File: config.mk
export PLATFORM = sky130hd
export DESIGN_NAME = wb_esc_pwm
export DESIGN_NICKNAME = d
export VERILOG_FILES = /design/src/rtl/wb_esc_pwm_pkg.sv /design/src/rtl/wb_esc_pwm_channel.sv /design/src/rtl/wb_esc_pwm.sv
export SDC_FILE = /design/constraint.sdc
export NUM_CORES = 1
export LEC_CHECK = 0
export BUFFER_PORTS_ARGS = -buffer_cell sky130_fd_sc_hd__buf_2
export CAP_MARGIN = 40
export CORE_MARGIN = 4
export CORE_UTILIZATION = 30
export DETAILED_ROUTE_END_ITERATION = 7
export GPL_TIMING_DRIVEN = 1
export MAX_ROUTING_LAYER = met4
export PLACE_DENSITY_LB_ADDON = 0.05
export SLEW_MARGIN = 20
export SYNTH_ARGS = -nofsm -noshare
export SYNTH_HDL_FRONTEND = slang
export SYNTH_HIERARCHICAL = 1
export SYNTH_SLANG_ARGS = --single-unit
File: constraint.sdc
create_clock -name clk -period 6.9 [get_ports clk]
set_input_delay 1.38 -clock clk [delete_from_list [all_inputs] [get_ports clk]]
set_output_delay 1.38 -clock clk [all_outputs]
set_load 0.005 [all_outputs]
File: src/rtl/wb_esc_pwm_pkg.sv
// Shared definitions for the 4-channel ESC PWM block: register map, CTRL/STATUS bit positions.
package wb_esc_pwm_pkg;

  typedef enum logic [2:0] {
    REG_CTRL   = 3'd0,
    REG_PERIOD = 3'd1,
    REG_WDOG   = 3'd2,
    REG_STATUS = 3'd3,
    REG_DUTY0  = 3'd4,
    REG_DUTY1  = 3'd5,
    REG_DUTY2  = 3'd6,
    REG_DUTY3  = 3'd7
  } reg_idx_e;

  localparam int N_CH            = 4;
  localparam int WDOG_W          = 16;
  localparam int CTRL_EN_LSB     = 0;
  localparam int CTRL_IRQ_EN     = 4;
  localparam int CTRL_IRQ_PEND   = 5;
  localparam int STATUS_FAILSAFE = 0;

  // DUTY0..3 occupy the upper half of the word-index space.
  function automatic logic is_duty(input logic [2:0] idx);
    return idx[2];
  endfunction

endpackage

File: src/rtl/wb_esc_pwm_channel.sv
// One PWM channel: duty shadow loaded at the period boundary, compare, registered output.
module wb_esc_pwm_channel #(
  parameter int cnt_w     = 20,
  parameter int fail_duty = 100000
) (
  input  logic             clk,
  input  logic             rst,
  input  logic [cnt_w-1:0] cnt,
  input  logic             load,
  input  logic             run,
  input  logic             failsafe,
  input  logic             en,
  input  logic [cnt_w-1:0] duty,
  output logic             pwm
);

  localparam logic [cnt_w-1:0] FAIL_V = cnt_w'(fail_duty);

  logic [cnt_w-1:0] duty_sh_q, duty_sh_d;
  logic             pwm_q, pwm_d;

  always_comb begin
    duty_sh_d = duty_sh_q;
    if (load) duty_sh_d = failsafe ? FAIL_V : duty;
    // duty >= period gives constant high, duty == 0 constant low, with no special casing.
    pwm_d = en & run & (cnt < duty_sh_q);
  end

  always_ff @(posedge clk) begin
    if (!rst) begin
      duty_sh_q <= '0;
      pwm_q     <= 1'b0;
    end else begin
      duty_sh_q <= duty_sh_d;
      pwm_q     <= pwm_d;
    end
  end

  assign pwm = pwm_q;

endmodule

File: src/rtl/wb_esc_pwm.sv
// Wishbone-controlled 4-channel ESC PWM: register file, period counter, watchdog, irq.
module wb_esc_pwm
  import wb_esc_pwm_pkg::*;
#(
  parameter int cnt_w      = 20,
  parameter int def_period = 250000,
  parameter int fail_duty  = 100000
) (
  input  logic        clk,
  input  logic        rst,
  input  logic [31:0] wb_adr_i,
  input  logic [31:0] wb_dat_i,
  output logic [31:0] wb_dat_o,
  input  logic [3:0]  wb_sel_i,
  input  logic        wb_stb_i,
  input  logic        wb_cyc_i,
  input  logic        wb_we_i,
  output logic        wb_ack_o,
  output logic        intr,
  output logic [3:0]  PWMmotors
);

  localparam logic [cnt_w-1:0] CNT_ONE = cnt_w'(1);

  logic              ack_q, ack_d;
  logic [31:0]       dat_q, dat_d;
  logic [N_CH-1:0]   ch_en_q, ch_en_d;
  logic              irq_en_q, irq_en_d, irq_pend_q, irq_pend_d;
  logic [cnt_w-1:0]  period_q, period_d, period_sh_q, period_sh_d, cnt_q, cnt_d;
  logic [WDOG_W-1:0] wdog_q, wdog_d, wd_cnt_q, wd_cnt_d;
  logic              failsafe_q, failsafe_d;
  logic [cnt_w-1:0]  duty_q [N_CH];
  logic [cnt_w-1:0]  duty_d [N_CH];

  logic        req, wr, duty_wr, run, wrap, start, load;
  logic [2:0]  reg_sel;
  logic [31:0] rdata;
  logic        unused_bits;

  assign unused_bits = ^{wb_sel_i, wb_adr_i[31:5], wb_adr_i[1:0], wb_dat_i[31:cnt_w]};

  // Handshake: a request is stb&cyc while ack is low; ack follows one cycle later for one
  // cycle, read data is registered alongside it, and a write lands on the edge ending ack.
  assign req     = wb_stb_i & wb_cyc_i & ~ack_q;
  assign wr      = ack_q & wb_stb_i & wb_cyc_i & wb_we_i;
  assign reg_sel = wb_adr_i[4:2];
  assign duty_wr = wr & is_duty(reg_sel);

  // A zero period shadow idles the counter; enabling any channel primes the shadows.
  assign run   = (period_sh_q != '0);
  assign wrap  = run && (cnt_q == period_sh_q - CNT_ONE);
  assign start = ~run & (|ch_en_q);
  assign load  = wrap | start;

  always_comb begin
    case (reg_sel)
      REG_CTRL:   rdata = {26'd0, irq_pend_q, irq_en_q, ch_en_q};
      REG_PERIOD: rdata = 32'(period_q);
      REG_WDOG:   rdata = {16'd0, wdog_q};
      REG_STATUS: rdata = {31'd0, failsafe_q};
      default:    rdata = 32'(duty_q[reg_sel[1:0]]);
    endcase
  end

  always_comb begin
    ack_d       = req;
    dat_d       = req ? rdata : 32'd0;
    ch_en_d     = ch_en_q;
    irq_en_d    = irq_en_q;
    period_d    = period_q;
    wdog_d      = wdog_q;
    duty_d      = duty_q;
    if (wr) begin
      case (reg_sel)
        REG_CTRL: begin
          ch_en_d  = wb_dat_i[CTRL_EN_LSB +: N_CH];
          irq_en_d = wb_dat_i[CTRL_IRQ_EN];
        end
        REG_PERIOD: period_d = wb_dat_i[cnt_w-1:0];
        REG_WDOG:   wdog_d   = wb_dat_i[WDOG_W-1:0];
        REG_DUTY0, REG_DUTY1, REG_DUTY2, REG_DUTY3: duty_d[reg_sel[1:0]] = wb_dat_i[cnt_w-1:0];
        default: ;
      endcase
    end

    irq_pend_d = irq_pend_q;
    if (wrap) irq_pend_d = 1'b1;
    else if (wr && reg_sel == REG_CTRL && wb_dat_i[CTRL_IRQ_PEND]) irq_pend_d = 1'b0;

    cnt_d       = (!run || wrap) ? '0 : cnt_q + CNT_ONE;
    period_sh_d = load ? period_q : period_sh_q;

    // A duty write outranks the timeout on the same wrap so firmware can always recover.
    wd_cnt_d   = wd_cnt_q;
    failsafe_d = failsafe_q;
    if (duty_wr) begin
      wd_cnt_d   = '0;
      failsafe_d = 1'b0;
    end else if (wr && reg_sel == REG_WDOG && wb_dat_i[WDOG_W-1:0] == '0) begin
      wd_cnt_d   = '0;
      failsafe_d = 1'b0;
    end else if (wrap && wdog_q != '0 && !failsafe_q) begin
      wd_cnt_d = wd_cnt_q + 16'd1;
      if (wd_cnt_d >= wdog_q) failsafe_d = 1'b1;
    end
  end

  always_ff @(posedge clk) begin
    if (!rst) begin
      ack_q       <= 1'b0;
      dat_q       <= '0;
      ch_en_q     <= '0;
      irq_en_q    <= 1'b0;
      irq_pend_q  <= 1'b0;
      period_q    <= cnt_w'(def_period);
      wdog_q      <= '0;
      duty_q      <= '{default: '0};
      period_sh_q <= '0;
      cnt_q       <= '0;
      wd_cnt_q    <= '0;
      failsafe_q  <= 1'b0;
    end else begin
      ack_q       <= ack_d;
      dat_q       <= dat_d;
      ch_en_q     <= ch_en_d;
      irq_en_q    <= irq_en_d;
      irq_pend_q  <= irq_pend_d;
      period_q    <= period_d;
      wdog_q      <= wdog_d;
      duty_q      <= duty_d;
      period_sh_q <= period_sh_d;
      cnt_q       <= cnt_d;
      wd_cnt_q    <= wd_cnt_d;
      failsafe_q  <= failsafe_d;
    end
  end

  for (genvar i = 0; i < N_CH; i++) begin : g_ch
    wb_esc_pwm_channel #(.cnt_w(cnt_w), .fail_duty(fail_duty)) u_ch (
      .clk      (clk),
      .rst      (rst),
      .cnt      (cnt_q),
      .load     (load),
      .run      (run),
      .failsafe (failsafe_d),
      .en       (ch_en_q[i]),
      .duty     (duty_q[i]),
      .pwm      (PWMmotors[i])
    );
  end

  assign wb_ack_o = ack_q;
  assign wb_dat_o = dat_q;
  assign intr     = irq_pend_q & irq_en_q;

endmodule
==> results of run 1 <==
## cell type report
| cell class | count | area share, % |
|---|---|---|
| Clock buffer | 55 | 6.46 |
| Sequential cell | 284 | 34.5 |
| Inverter | 111 | 2.55 |
| Timing Repair Buffer | 88 | 3.55 |
| Clock inverter | 11 | 0.684 |
| Tap cell | 607 | 4.61 |
| Multi-Input combinational cell | 1219 | 47.6 |
## worst register-to-register path: cells and delay by family (launching register included)
kind | cells | cell delay [ps]
AND/OR/NAND/NOR | 8 | 2310
AO/OA/AOI/OAI | 4 | 1150
adder cells (fa/ha/maj) | 1 | 360
flip-flops | 1 | 410
buffers and inverters | 3 | 590
## cells by family after synthesis
logic type | Yosys count | synth area share, %
adder cells (fa/ha/maj) | 96 | 8.38
AO/OA/AOI/OAI | 332 | 14.5
multiplexers | 74 | 7.00
other | 1 | 0.0262
buffers and inverters | 217 | 6.13
flip-flops | 284 | 39.7
XOR/XNOR | 54 | 3.30
AND/OR/NAND/NOR | 651 | 21.0
## synthesized netlist by cell type, drive strengths merged, types with 3 or more instances
master  number
a2111o       4
a211oi      13
a21o         7
a21oi      152
a221oi      11
a311oi       4
a31o         3
a31oi        3
and2        58
and3        13
and4         6
buf         27
clkbuf      79
dfxtp      284
ha          96
inv        111
mux2i       53
mux4        21
nand2      293
nand2b      19
nand3       25
nand4       16
nand4b       6
nor2       134
nor2b       20
nor3        23
nor4        15
o211a        4
o211ai       9
o21ai       84
o221a       25
o22ai        5
or2          4
or3         14
xnor2       26
xor2        28
## stage by stage
step | cell area, um2 | hold WS (ps) | total power [W] | instances
2_1_floorplan | 14400 | 445 | 0.00175 | 1720
3_3_place_gp | 15200 | 459 | 0.00180 | 2303
3_5_place_dp | 15300 | 464 | 0.00180 | 2308
4_1_cts | 16500 | 470 | 0.00373 | 2374
5_1_grt | 16500 | 490 | 0.00380 | 2375
6_report | 16500 | 473 | 0.00367 | 2375
## metal layers
layer / vias up / GRT usage [%]
li1: 5894 / -
met1: 5786 / 28.8
met2: 255 / 31.9
met3: 61 / 2.46
met4: 0 / 5.50
met5: - / -
## sequential cells by signal, indices dropped and copies added (netlist names), 16 cells and up
name	count
duty_q	80
cnt_q	20
g_ch.u_ch/duty_sh_q	80
wdog_q	16
wd_cnt_q	16
period_q	20
wb_dat_o	20
period_sh_q	20
## final timing paths
check | startpoint | endpoint
setup / recovery | period_sh_q[0]$_SDFFE_PN0P_ | g_ch[0].u_ch/duty_sh_q[19]$_SDFFE_PN0P_
hold / removal | period_q[19]$_SDFFE_PN0P_ | period_q[19]$_SDFFE_PN0P_
setup reg to reg | period_sh_q[0]$_SDFFE_PN0P_ | g_ch[0].u_ch/duty_sh_q[19]$_SDFFE_PN0P_
hold reg to reg | period_q[19]$_SDFFE_PN0P_ | period_q[19]$_SDFFE_PN0P_
## power breakdown
part           switching [W]  internal (W)  total, W
Combinational      0.0000883     0.0000311  0.000119
Clock               0.000763       0.00114   0.00190
Sequential        0.00000298       0.00164   0.00165
==> load_flow_metrics.sql, run 1 <==
INSERT INTO impl_metrics (metric_group, metric, value, unit) VALUES
('status', 'run_status', 'complete, no violations', ''),
('cts', 'clock_latency', '560', 'ps'),
('sta', 'period_needed', '4910', 'ps'),
('cts', 'cts_setup_buffers', '0', ''),
('route', 'detail_route.drc_violations', '0', ''),
('global_route', 'first_pass_grt_wire_length', '76900', 'um'),
('die', 'floorplan.initialDensity', '30.6', '%'),
('sta', 'setup-tns-final', '0', 'ps'),
('setup_path', 'critical_path.startpoint_type', 'flop', ''),
('cells_and_area', 'finalCoreUtilization', '35.1', '%'),
('global_route', 'grt.overflow.total', '0', ''),
('cells_and_area', 'area_delta_synth_final', '14.8', '%'),
('sta', 'period_share', '71.2', '%'),
('cells_and_area', 'final_common_cell', 'sky130_fd_sc_hd__nand2_1', ''),
('sta', 'final.setup.worst_slack', '1990', 'ps'),
('cts', 'clk_pin_slew_worst_paths', '60', 'ps'),
('cells_and_area', 'drive_above_1_share', '12.0', '%'),
('die', 'die_x', '227', 'um'),
('setup_path', 'timing.reg2reg.setup_slack', '1990', 'ps'),
('place', 'placement.setup.worst_slack', '2140', 'ps'),
('route', 'route.detailed.vias_per_inst', '5.05', ''),
('sta', 'setup-violations-final', '0', ''),
('setup_path', 'worstSetupEndpointType', 'flop', ''),
('setup_path', 'slowest_stage', 'sky130_fd_sc_hd__nor3_1', ''),
('sta', 'fmax', '204', 'MHz'),
('logic_synthesis', 'synth_enable_flop_cells', '0', ''),
('logic_synthesis', 'top_post_synthesis_cells_by_area', 'sky130_fd_sc_hd__dfxtp_1, sky130_fd_sc_hd__ha_1, sky130_fd_sc_hd__nand2_1', ''),
('cts', 'tritoncts_num_sinks', '284', ''),
('logic_synthesis', 'ys_dominant_reg_cell', 'sky130_fd_sc_hd__dfxtp_1', ''),
('logic_synthesis', 'synth-seq-cells', '284', ''),
('global_route', 'grt_util_all_layers', '20.7', '%'),
('logic_synthesis', 'yosys.cell_types.count', '60', ''),
('sta', 'hold_viol_final', '0', ''),
('cts', 'post_cts_resized', '0', ''),
('route', 'met2RoutedLength', '23500', 'um'),
('cells_and_area', 'fillCellCount', '4947', ''),
('logic_synthesis', 'syn_area', '0.0143', 'mm2'),
('place', 'dpl.hpwl', '37100', 'um'),
('cells_and_area', 'num-nets-final', '1910', ''),
('pwr', 'power_per_cell_area', '223', 'mW/mm2'),
('setup_path', 'cp.required', '7330', 'ps'),
('logic_synthesis', 'synth-seq-area-share', '39.7', '%'),
('cts', 'root_buffer', 'sky130_fd_sc_hd__clkbuf_16', ''),
('route', 'first_pass_iters', '5', ''),
('route', 'm1WireLength', '25000', 'um'),
('sta', 'final_max_slew_viol_count', '0', ''),
('setup_path', 'timing.critical_path.cells', 'inv_1, ha_1, or4b_1, o41ai_1, nand4_1, a211oi_2, nand3_1, nor3_1, a21oi_1, nor2_1, buf_4, nor2b_1, buf_4, nand2_1, o21ai_0, and2_1', ''),
('sta', 'worst_clock_skew', '23.8', 'ps'),
('route', 'route.top_layer_used', 'met4', ''),
('setup_path', 'critical_path_buf_inv_count', '3', ''),
('pwr', 'total_leakage_power', '6.42', 'nW'),
('route', 'initialDrtViolationCount', '776', ''),
('place', 'gp_congestion', '0.836', ''),
('setup_path', 'critPathArrivalTime', '5340', 'ps'),
('route', 'drtAntennaViolNets', '0', ''),
('logic_synthesis', 'fraction_of_registers_with_async_set_reset', '0', '%'),
('die', 'num_rows', '79', ''),
('die', 'placeableCoreArea', '0.0469', 'mm2'),
('run', 'maxCapViolations', '0', ''),
('logic_synthesis', 'post_synth_inst_count', '1709', ''),
('route', 'met3WireLength', '2020', 'um'),
('cells_and_area', 'antenna_diode_count', '0', ''),
('route', 'routedWlPerCell', '21.7', 'um'),
('setup_path', 'timing_worst_setup_path_type', 'flop to flop', ''),
('die', 'design.die.area', '0.0514', 'mm2'),
('global_route', 'grt_pass1_vias', '11400', ''),
('logic_synthesis', 'ys_warn_count', '6', ''),
('cts', 'number_of_buffers_created_by_cts', '37', ''),
('logic_synthesis', 'synth_top_area_share', '39.7', '%'),
('setup_path', 'stage_delay_of_the_slowest_cell_on_the_critical_path', '690', 'ps'),
('die', 'floorplan.die.height', '227', 'um');
No activity file was read; power rests on OpenSTA's default activity.
==> inputs of run 2 (changes only) <==
clock period = 4.4 ns   (was 6.9 ns; I/O delays follow)
==> load_flow_metrics.sql, run 2 (synthesized netlist as in run 1, its figures left out) <==
INSERT INTO impl_metrics (metric_group, metric, value, unit) VALUES
('cts', 'cts_tree', 'done', ''),
('setup_path', 'worstSetupEndpointType', 'flop', ''),
('sta', 'worst_clock_skew', '19.5', 'ps'),
('route', 'detail_route.drc_violations', '0', ''),
('setup_path', 'cp.required', '4890', 'ps'),
('route', 'first_pass_iters', '5', ''),
('global_route', 'grt_util_all_layers', '20.8', '%'),
('cts', 'post_cts_resized', '0', ''),
('setup_path', 'critical_path.startpoint_type', 'flop', ''),
('die', 'floorplan.initialDensity', '30.6', '%'),
('cells_and_area', 'final_common_cell', 'sky130_fd_sc_hd__nand2_1', ''),
('pwr', 'irDropWorstVdd', '0.000240', 'V'),
('sta', 'setup-violations-final', '0', ''),
('die', 'floorplan.die.height', '227', 'um'),
('die', 'design.die.area', '0.0514', 'mm2'),
('pwr', 'total_leakage_power', '6.61', 'nW'),
('setup_path', 'crit_fanout', '12', ''),
('global_route', 'grt.overflow.total', '0', ''),
('setup_path', 'timing_worst_setup_path_type', 'flop to flop', ''),
('cells_and_area', 'most-common-layout-cells', 'sky130_fd_sc_hd__nand2_1, sky130_fd_sc_hd__dfxtp_1, sky130_fd_sc_hd__a21oi_1', ''),
('global_route', 'grt_start_max_net_pins', '136', ''),
('place', 'port_buffers', '53', ''),
('route', 'm1WireLength', '24100', 'um'),
('route', 'drtAntennaViolNets', '0', ''),
('cells_and_area', 'drive_above_1_share', '13.9', '%'),
('route', 'drt-total-wl', '52300', 'um'),
('run', 'maxCapViolations', '0', ''),
('sta', 'period_share', '91.7', '%'),
('place', 'dpl.cell_count', '2342', ''),
('sta', 'period_needed', '4030', 'ps'),
('route', 'route.top_layer_used', 'met4', ''),
('cts', 'clock_latency', '560', 'ps'),
('place', 'placement.setup.worst_slack', '265', 'ps'),
('cells_and_area', 'reg.largest.list', 'duty_q x80, g_ch.u_ch/duty_sh_q x80', ''),
('route', 'met2RoutedLength', '24300', 'um'),
('cts', 'root_buffer', 'sky130_fd_sc_hd__clkbuf_16', ''),
('cells_and_area', 'num-nets-final', '1945', ''),
('sta', 'hold_viol_final', '0', ''),
('cts', 'cts_hold_buffers', '0', ''),
('sta', 'rsz_0062_raised_after_global_routing', 'no', ''),
('cts', 'clk_pin_slew_worst_paths', '50', 'ps'),
('cells_and_area', 'finalCoreUtilization', '35.7', '%'),
('setup_path', 'critPathArrivalTime', '4520', 'ps'),
('route', 'initialDrtViolationCount', '722', ''),
('die', 'die_x', '227', 'um'),
('cts', 'clk_path_buf_depth', '3', ''),
('cts', 'number_of_buffers_created_by_cts', '37', ''),
('sta', 'final.setup.worst_slack', '366', 'ps'),
('cts', 'number_of_h_tree_levels', '2', ''),
('cells_and_area', 'stdcell_count', '2404', ''),
('die', 'top_level_ports', '111', ''),
('global_route', 'first_pass_grt_wire_length', '77200', 'um'),
('pwr', 'p_total', '0.00569', 'W'),
('cells_and_area', 'area_delta_synth_final', '16.8', '%'),
('sta', 'max_slew_margin', '43.5', '%'),
('sta', 'setup-tns-final', '0', 'ps'),
('route', 'route.detailed.vias_per_inst', '5.03', ''),
('sta', 'fmax', '248', 'MHz'),
('global_route', 'grt_pass1_vias', '11600', ''),
('setup_path', 'timing.reg2reg.setup_slack', '370', 'ps'),
('route', 'met3WireLength', '2110', 'um'),
('die', 'num_rows', '79', ''),
('worst_hold_path', 'worstHoldPathType', 'flop to flop', ''),
('route', 'routedWlPerCell', '21.8', 'um'),
('die', 'placeableCoreArea', '0.0469', 'mm2'),
('sta', 'tightest_slew', '840', 'ps'),
('place', 'dpl.hpwl', '37200', 'um'),
('place', 'gp_congestion', '0.848', ''),
('cells_and_area', 'antenna_diode_count', '0', ''),
('pwr', 'power_per_cell_area', '340', 'mW/mm2'),
('route', 'dr_total_vias', '12100', ''),
('global_route', 'antenna_found_initial', '0', ''),
('cts', 'cts_setup_buffers', '0', ''),
('status', 'run_status', 'complete, no violations', ''),
('sta', 'final_max_slew_viol_count', '0', ''),
('cts', 'tritoncts_num_sinks', '284', '');
==> run 2: cell types whose count changed in the layout (fill, tap and decap cells not counted), moves of 2 or more <==
| cell | previous run | this run |
|---|---|---|
| sky130_fd_sc_hd__bufinv_16 | 2 | 0 |
| sky130_fd_sc_hd__clkbuf_16 | 37 | 39 |
| sky130_fd_sc_hd__nor2b_2 | 0 | 2 |
| sky130_fd_sc_hd__nor2b_1 | 20 | 18 |
| sky130_fd_sc_hd__buf_4 | 29 | 61 |
| sky130_fd_sc_hd__clkbuf_1 | 11 | 8 |
| sky130_fd_sc_hd__buf_12 | 0 | 5 |
| sky130_fd_sc_hd__buf_16 | 2 | 0 |
| sky130_fd_sc_hd__clkinv_2 | 7 | 4 |
==> run 2: per-layer routing <==
| layer | up-vias | GRT usage, % |
|---|---|---|
| li1 | 5960 | - |
| met1 | 5798 | 28.0 |
| met2 | 256 | 32.6 |
| met3 | 85 | 2.34 |
| met4 | 0 | 7.42 |
| met5 | - | - |
==> run 2: power by group <==
part           internal (W)  switching [W]  total (W)
combinational     0.0000477       0.000139   0.000187
clock               0.00174        0.00118    0.00292
sequential          0.00258     0.00000448    0.00258
total               0.00436        0.00132    0.00569
==> run 2: cell type report <==
cell class	count	area, um2
repair buffers	123	876
inverters	111	419
clock inverters	5	28.8
flip-flops and latches	284	5690
well taps	607	759
multi-input cells	1219	7860
fillers	4925	30100
clock buffers	55	1120
==> run 2: final timing paths <==
path                                     from                                endpoint  cells after the start
setup / recovery  period_sh_q[1]$_SDFFE_PN0P_  g_ch[3].u_ch/duty_sh_q[5]$_SDFFE_PN0P_                     14
hold / removal        duty_q[69]$_SDFFE_PN0P_                 duty_q[69]$_SDFFE_PN0P_                      2
setup reg to reg  period_sh_q[1]$_SDFFE_PN0P_  g_ch[3].u_ch/duty_sh_q[5]$_SDFFE_PN0P_                     14
hold reg to reg       duty_q[69]$_SDFFE_PN0P_                 duty_q[69]$_SDFFE_PN0P_                      2
==> run 2: worst max-delay path, stage by stage (launching register included) <==
cell                       delay (ps)
sky130_fd_sc_hd__dfxtp_1          380
sky130_fd_sc_hd__inv_1            100
sky130_fd_sc_hd__ha_1             200
sky130_fd_sc_hd__or4b_1           580
sky130_fd_sc_hd__o41ai_2          340
sky130_fd_sc_hd__nand4_1          200
sky130_fd_sc_hd__a211oi_2         310
sky130_fd_sc_hd__nand3_1          260
sky130_fd_sc_hd__nor3_1           310
sky130_fd_sc_hd__buf_4            190
sky130_fd_sc_hd__a21oi_1           80
sky130_fd_sc_hd__nor2_1           190
sky130_fd_sc_hd__buf_12           180
sky130_fd_sc_hd__nand2b_1         370
sky130_fd_sc_hd__o221a_2          260
==> run 2: stage by stage <==
| step | cell area, um2 | hold WS, ps |
|---|---|---|
| 4_1_cts | 16700 | 470 |
| 5_1_grt | 16700 | 488 |
| 3_3_place_gp | 15500 | 457 |
| 3_5_place_dp | 15600 | 462 |
| 6_report | 16700 | 470 |
| 2_1_floorplan | 14400 | 445 |
==> inputs of run 3 (changes only) <==
RECOVER_POWER = 50   (was default)
SLEW_MARGIN = default   (was 20)
==> load_flow_metrics.sql, run 3 (synthesized netlist as in run 1, its figures left out) <==
INSERT INTO impl_metrics (metric_group, metric, value, unit) VALUES
('cells_and_area', 'most-common-layout-cells', 'sky130_fd_sc_hd__nand2_1, sky130_fd_sc_hd__dfxtp_1, sky130_fd_sc_hd__a21oi_1', ''),
('route', 'dr_total_vias', '12200', ''),
('die', 'top_level_ports', '111', ''),
('cts', 'cts_hold_buffers', '0', ''),
('sta', 'period_share', '92.3', '%'),
('global_route', 'antenna_found_initial', '0', ''),
('sta', 'period_needed', '4060', 'ps'),
('cts', 'cts_setup_buffers', '0', ''),
('global_route', 'first_pass_grt_wire_length', '77200', 'um'),
('cells_and_area', 'multi_input_comb_area', '0.00786', 'mm2'),
('setup_path', 'crit_fanout', '12', ''),
('setup_path', 'worstSetupEndpointType', 'flop', ''),
('sta', 'max_slew_margin', '-26.0', '%'),
('route', 'drtAntennaViolNets', '0', ''),
('cts', 'clk_path_buf_depth', '3', ''),
('sta', 'hold_viol_final', '0', ''),
('route', 'routedWlPerCell', '21.8', 'um'),
('sta', 'tightest_slew', '1890', 'ps'),
('cts', 'post_cts_resized', '0', ''),
('pwr', 'total_leakage_power', '6.48', 'nW'),
('route', 'drt-total-wl', '52400', 'um'),
('setup_path', 'timing.rr.start', 'wd_cnt_q[0]$_SDFFE_PP0P_', ''),
('global_route', 'grt_util_all_layers', '20.8', '%'),
('cells_and_area', 'reg.largest.list', 'duty_q x80, g_ch.u_ch/duty_sh_q x80', ''),
('setup_path', 'timing_worst_setup_path_type', 'flop to flop', ''),
('pwr', 'irDropWorstVdd', '0.000241', 'V'),
('setup_path', 'cp.required', '4830', 'ps'),
('place', 'port_buffers', '53', ''),
('setup_path', 'critPathArrivalTime', '4490', 'ps'),
('sta', 'rsz_0062_raised_after_global_routing', 'no', ''),
('sta', 'setup-violations-final', '0', ''),
('sta', 'worst_clock_skew', '18.9', 'ps'),
('cells_and_area', 'sequential_cell_area', '0.00569', 'mm2'),
('setup_path', 'timing.reg2reg.setup_slack', '340', 'ps'),
('setup_path', 'worst_r2r_path_depth', '19', ''),
('status', 'run_status', 'finished, violations left', ''),
('die', 'floorplan.initialDensity', '30.6', '%'),
('worst_hold_path', 'worstHoldPathType', 'flop to flop', ''),
('run', 'maxCapViolations', '2', ''),
('cts', 'root_buffer', 'sky130_fd_sc_hd__clkbuf_16', ''),
('cells_and_area', 'drive_above_1_share', '12.4', '%'),
('sta', 'final_max_slew_viol_count', '173', ''),
('global_route', 'grt_pass1_vias', '11600', ''),
('worst_hold_path', 'timing.hold.worst_path_depth', '2', ''),
('global_route', 'grt.overflow.total', '0', ''),
('setup_path', 'critical_path.startpoint_type', 'flop', ''),
('route', 'initialDrtViolationCount', '789', ''),
('cells_and_area', 'final_common_cell', 'sky130_fd_sc_hd__nand2_1', ''),
('cells_and_area', 'antenna_diode_count', '0', ''),
('cells_and_area', 'num-nets-final', '1943', ''),
('cts', 'cts_tree', 'done', ''),
('route', 'first_pass_iters', '5', ''),
('route', 'route.detailed.vias_per_inst', '5.06', ''),
('route', 'detail_route.drc_violations', '0', ''),
('die', 'floorplan.die.height', '227', 'um'),
('status', 'violations', 'max-capacitance violations, max-slew violations', ''),
('setup_path', 'timing_endpoint_of_the_critical_path', 'g_ch[3].u_ch/duty_sh_q[5]$_SDFFE_PN0P_', ''),
('cts', 'clock_latency', '560', 'ps'),
('cells_and_area', 'fillCellCount', '4952', ''),
('setup_path', 'startpoint', 'wd_cnt_q[0]$_SDFFE_PP0P_', ''),
('cts', 'clk_pin_slew_worst_paths', '50', 'ps'),
('sta', 'fmax', '246', 'MHz'),
('pwr', 'power_per_cell_area', '341', 'mW/mm2'),
('cells_and_area', 'area_delta_synth_final', '16.3', '%'),
('place', 'dpl.hpwl', '37200', 'um'),
('pwr', 'p_total', '0.00568', 'W'),
('cts', 'tritoncts_num_sinks', '284', ''),
('die', 'design.die.area', '0.0514', 'mm2'),
('die', 'num_rows', '79', ''),
('setup_path', 'worst_r2r_endpoint', 'g_ch[3].u_ch/duty_sh_q[5]$_SDFFE_PN0P_', ''),
('sta', 'setup-tns-final', '0', 'ps'),
('global_route', 'grt_start_max_net_pins', '136', ''),
('place', 'gp_congestion', '0.848', ''),
('cts', 'number_of_buffers_created_by_cts', '37', ''),
('die', 'placeableCoreArea', '0.0469', 'mm2'),
('cts', 'number_of_h_tree_levels', '2', ''),
('die', 'die_x', '227', 'um');
run 3: changes by cell type in the layout (fill, tap and decap cells not counted), sizes merged:
cell	change
buf	-27
clkinvlp	+1
clkbuf	+25
inv	-1
run 3: through the flow:
step	hold WS, ps	utilization [%]	instances	instance area [um2]	setup WS [ps]
2_1_floorplan	445	-	1720	14400	651
3_3_place_gp	457	33.2	2341	15500	262
3_5_place_dp	462	33.2	2342	15600	265
4_1_cts	470	35.6	2402	16700	234
5_1_grt	488	35.6	2402	16700	7.93
6_report	470	35.6	2402	16700	339
run 3: metal layers:
layer	up-vias	GRT usage, %	wire (um)
met5	-	-	0
met4	0	7.42	1870
met3	86	2.34	1910
met2	256	32.6	24300
met1	5857	28.0	24300
li1	5957	-	-
run 3: how the worst min path moves through the flow:
stage | from | to | slack (ps)
floorplan | period_q[19]$_SDFFE_PN0P_ | period_q[19]$_SDFFE_PN0P_ | 440
global placement | duty_q[69]$_SDFFE_PN0P_ | duty_q[69]$_SDFFE_PN0P_ | 460
detailed placement | duty_q[68]$_SDFFE_PN0P_ | duty_q[68]$_SDFFE_PN0P_ | 460
CTS | duty_q[68]$_SDFFE_PN0P_ | duty_q[68]$_SDFFE_PN0P_ | 470
global route | duty_q[69]$_SDFFE_PN0P_ | duty_q[69]$_SDFFE_PN0P_ | 490
finish | duty_q[69]$_SDFFE_PN0P_ | duty_q[69]$_SDFFE_PN0P_ | 470
run 3: power by group:
| part | total [W] | internal (W) | switching, W |
|---|---|---|---|
| combinational | 0.000183 | 0.0000445 | 0.000139 |
| clock | 0.00292 | 0.00174 | 0.00118 |
| sequential | 0.00258 | 0.00258 | 0.00000459 |
run 3: layout make-up:
type / count / share of cell area, %
Clock buffer: 55 / 6.69
Clock inverter: 5 / 0.173
Inverter: 111 / 2.51
Multi-Input combinational cell: 1219 / 47.2
Sequential cell: 284 / 34.1
Tap cell: 607 / 4.56
Timing Repair Buffer: 121 / 4.80
run 3: worst max-delay path: stages, from the launching register on:
cell and delay [ps]:
sky130_fd_sc_hd__dfxtp_1 400, sky130_fd_sc_hd__ha_2 250, sky130_fd_sc_hd__nand3_1 110, sky130_fd_sc_hd__nor2_1 170, sky130_fd_sc_hd__and3_1 200, sky130_fd_sc_hd__and3_1 180, sky130_fd_sc_hd__and3_1 230, sky130_fd_sc_hd__nand3_1 140
sky130_fd_sc_hd__xnor2_1 150, sky130_fd_sc_hd__ha_1 290, sky130_fd_sc_hd__a21o_1 160, sky130_fd_sc_hd__a21oi_1 190, sky130_fd_sc_hd__o21ai_0 110, sky130_fd_sc_hd__a31oi_1 170, sky130_fd_sc_hd__nor2_1 70, sky130_fd_sc_hd__a21oi_1 160
sky130_fd_sc_hd__nor2_1 100, sky130_fd_sc_hd__buf_12 160, sky130_fd_sc_hd__nand2b_1 340, sky130_fd_sc_hd__o221a_2 340
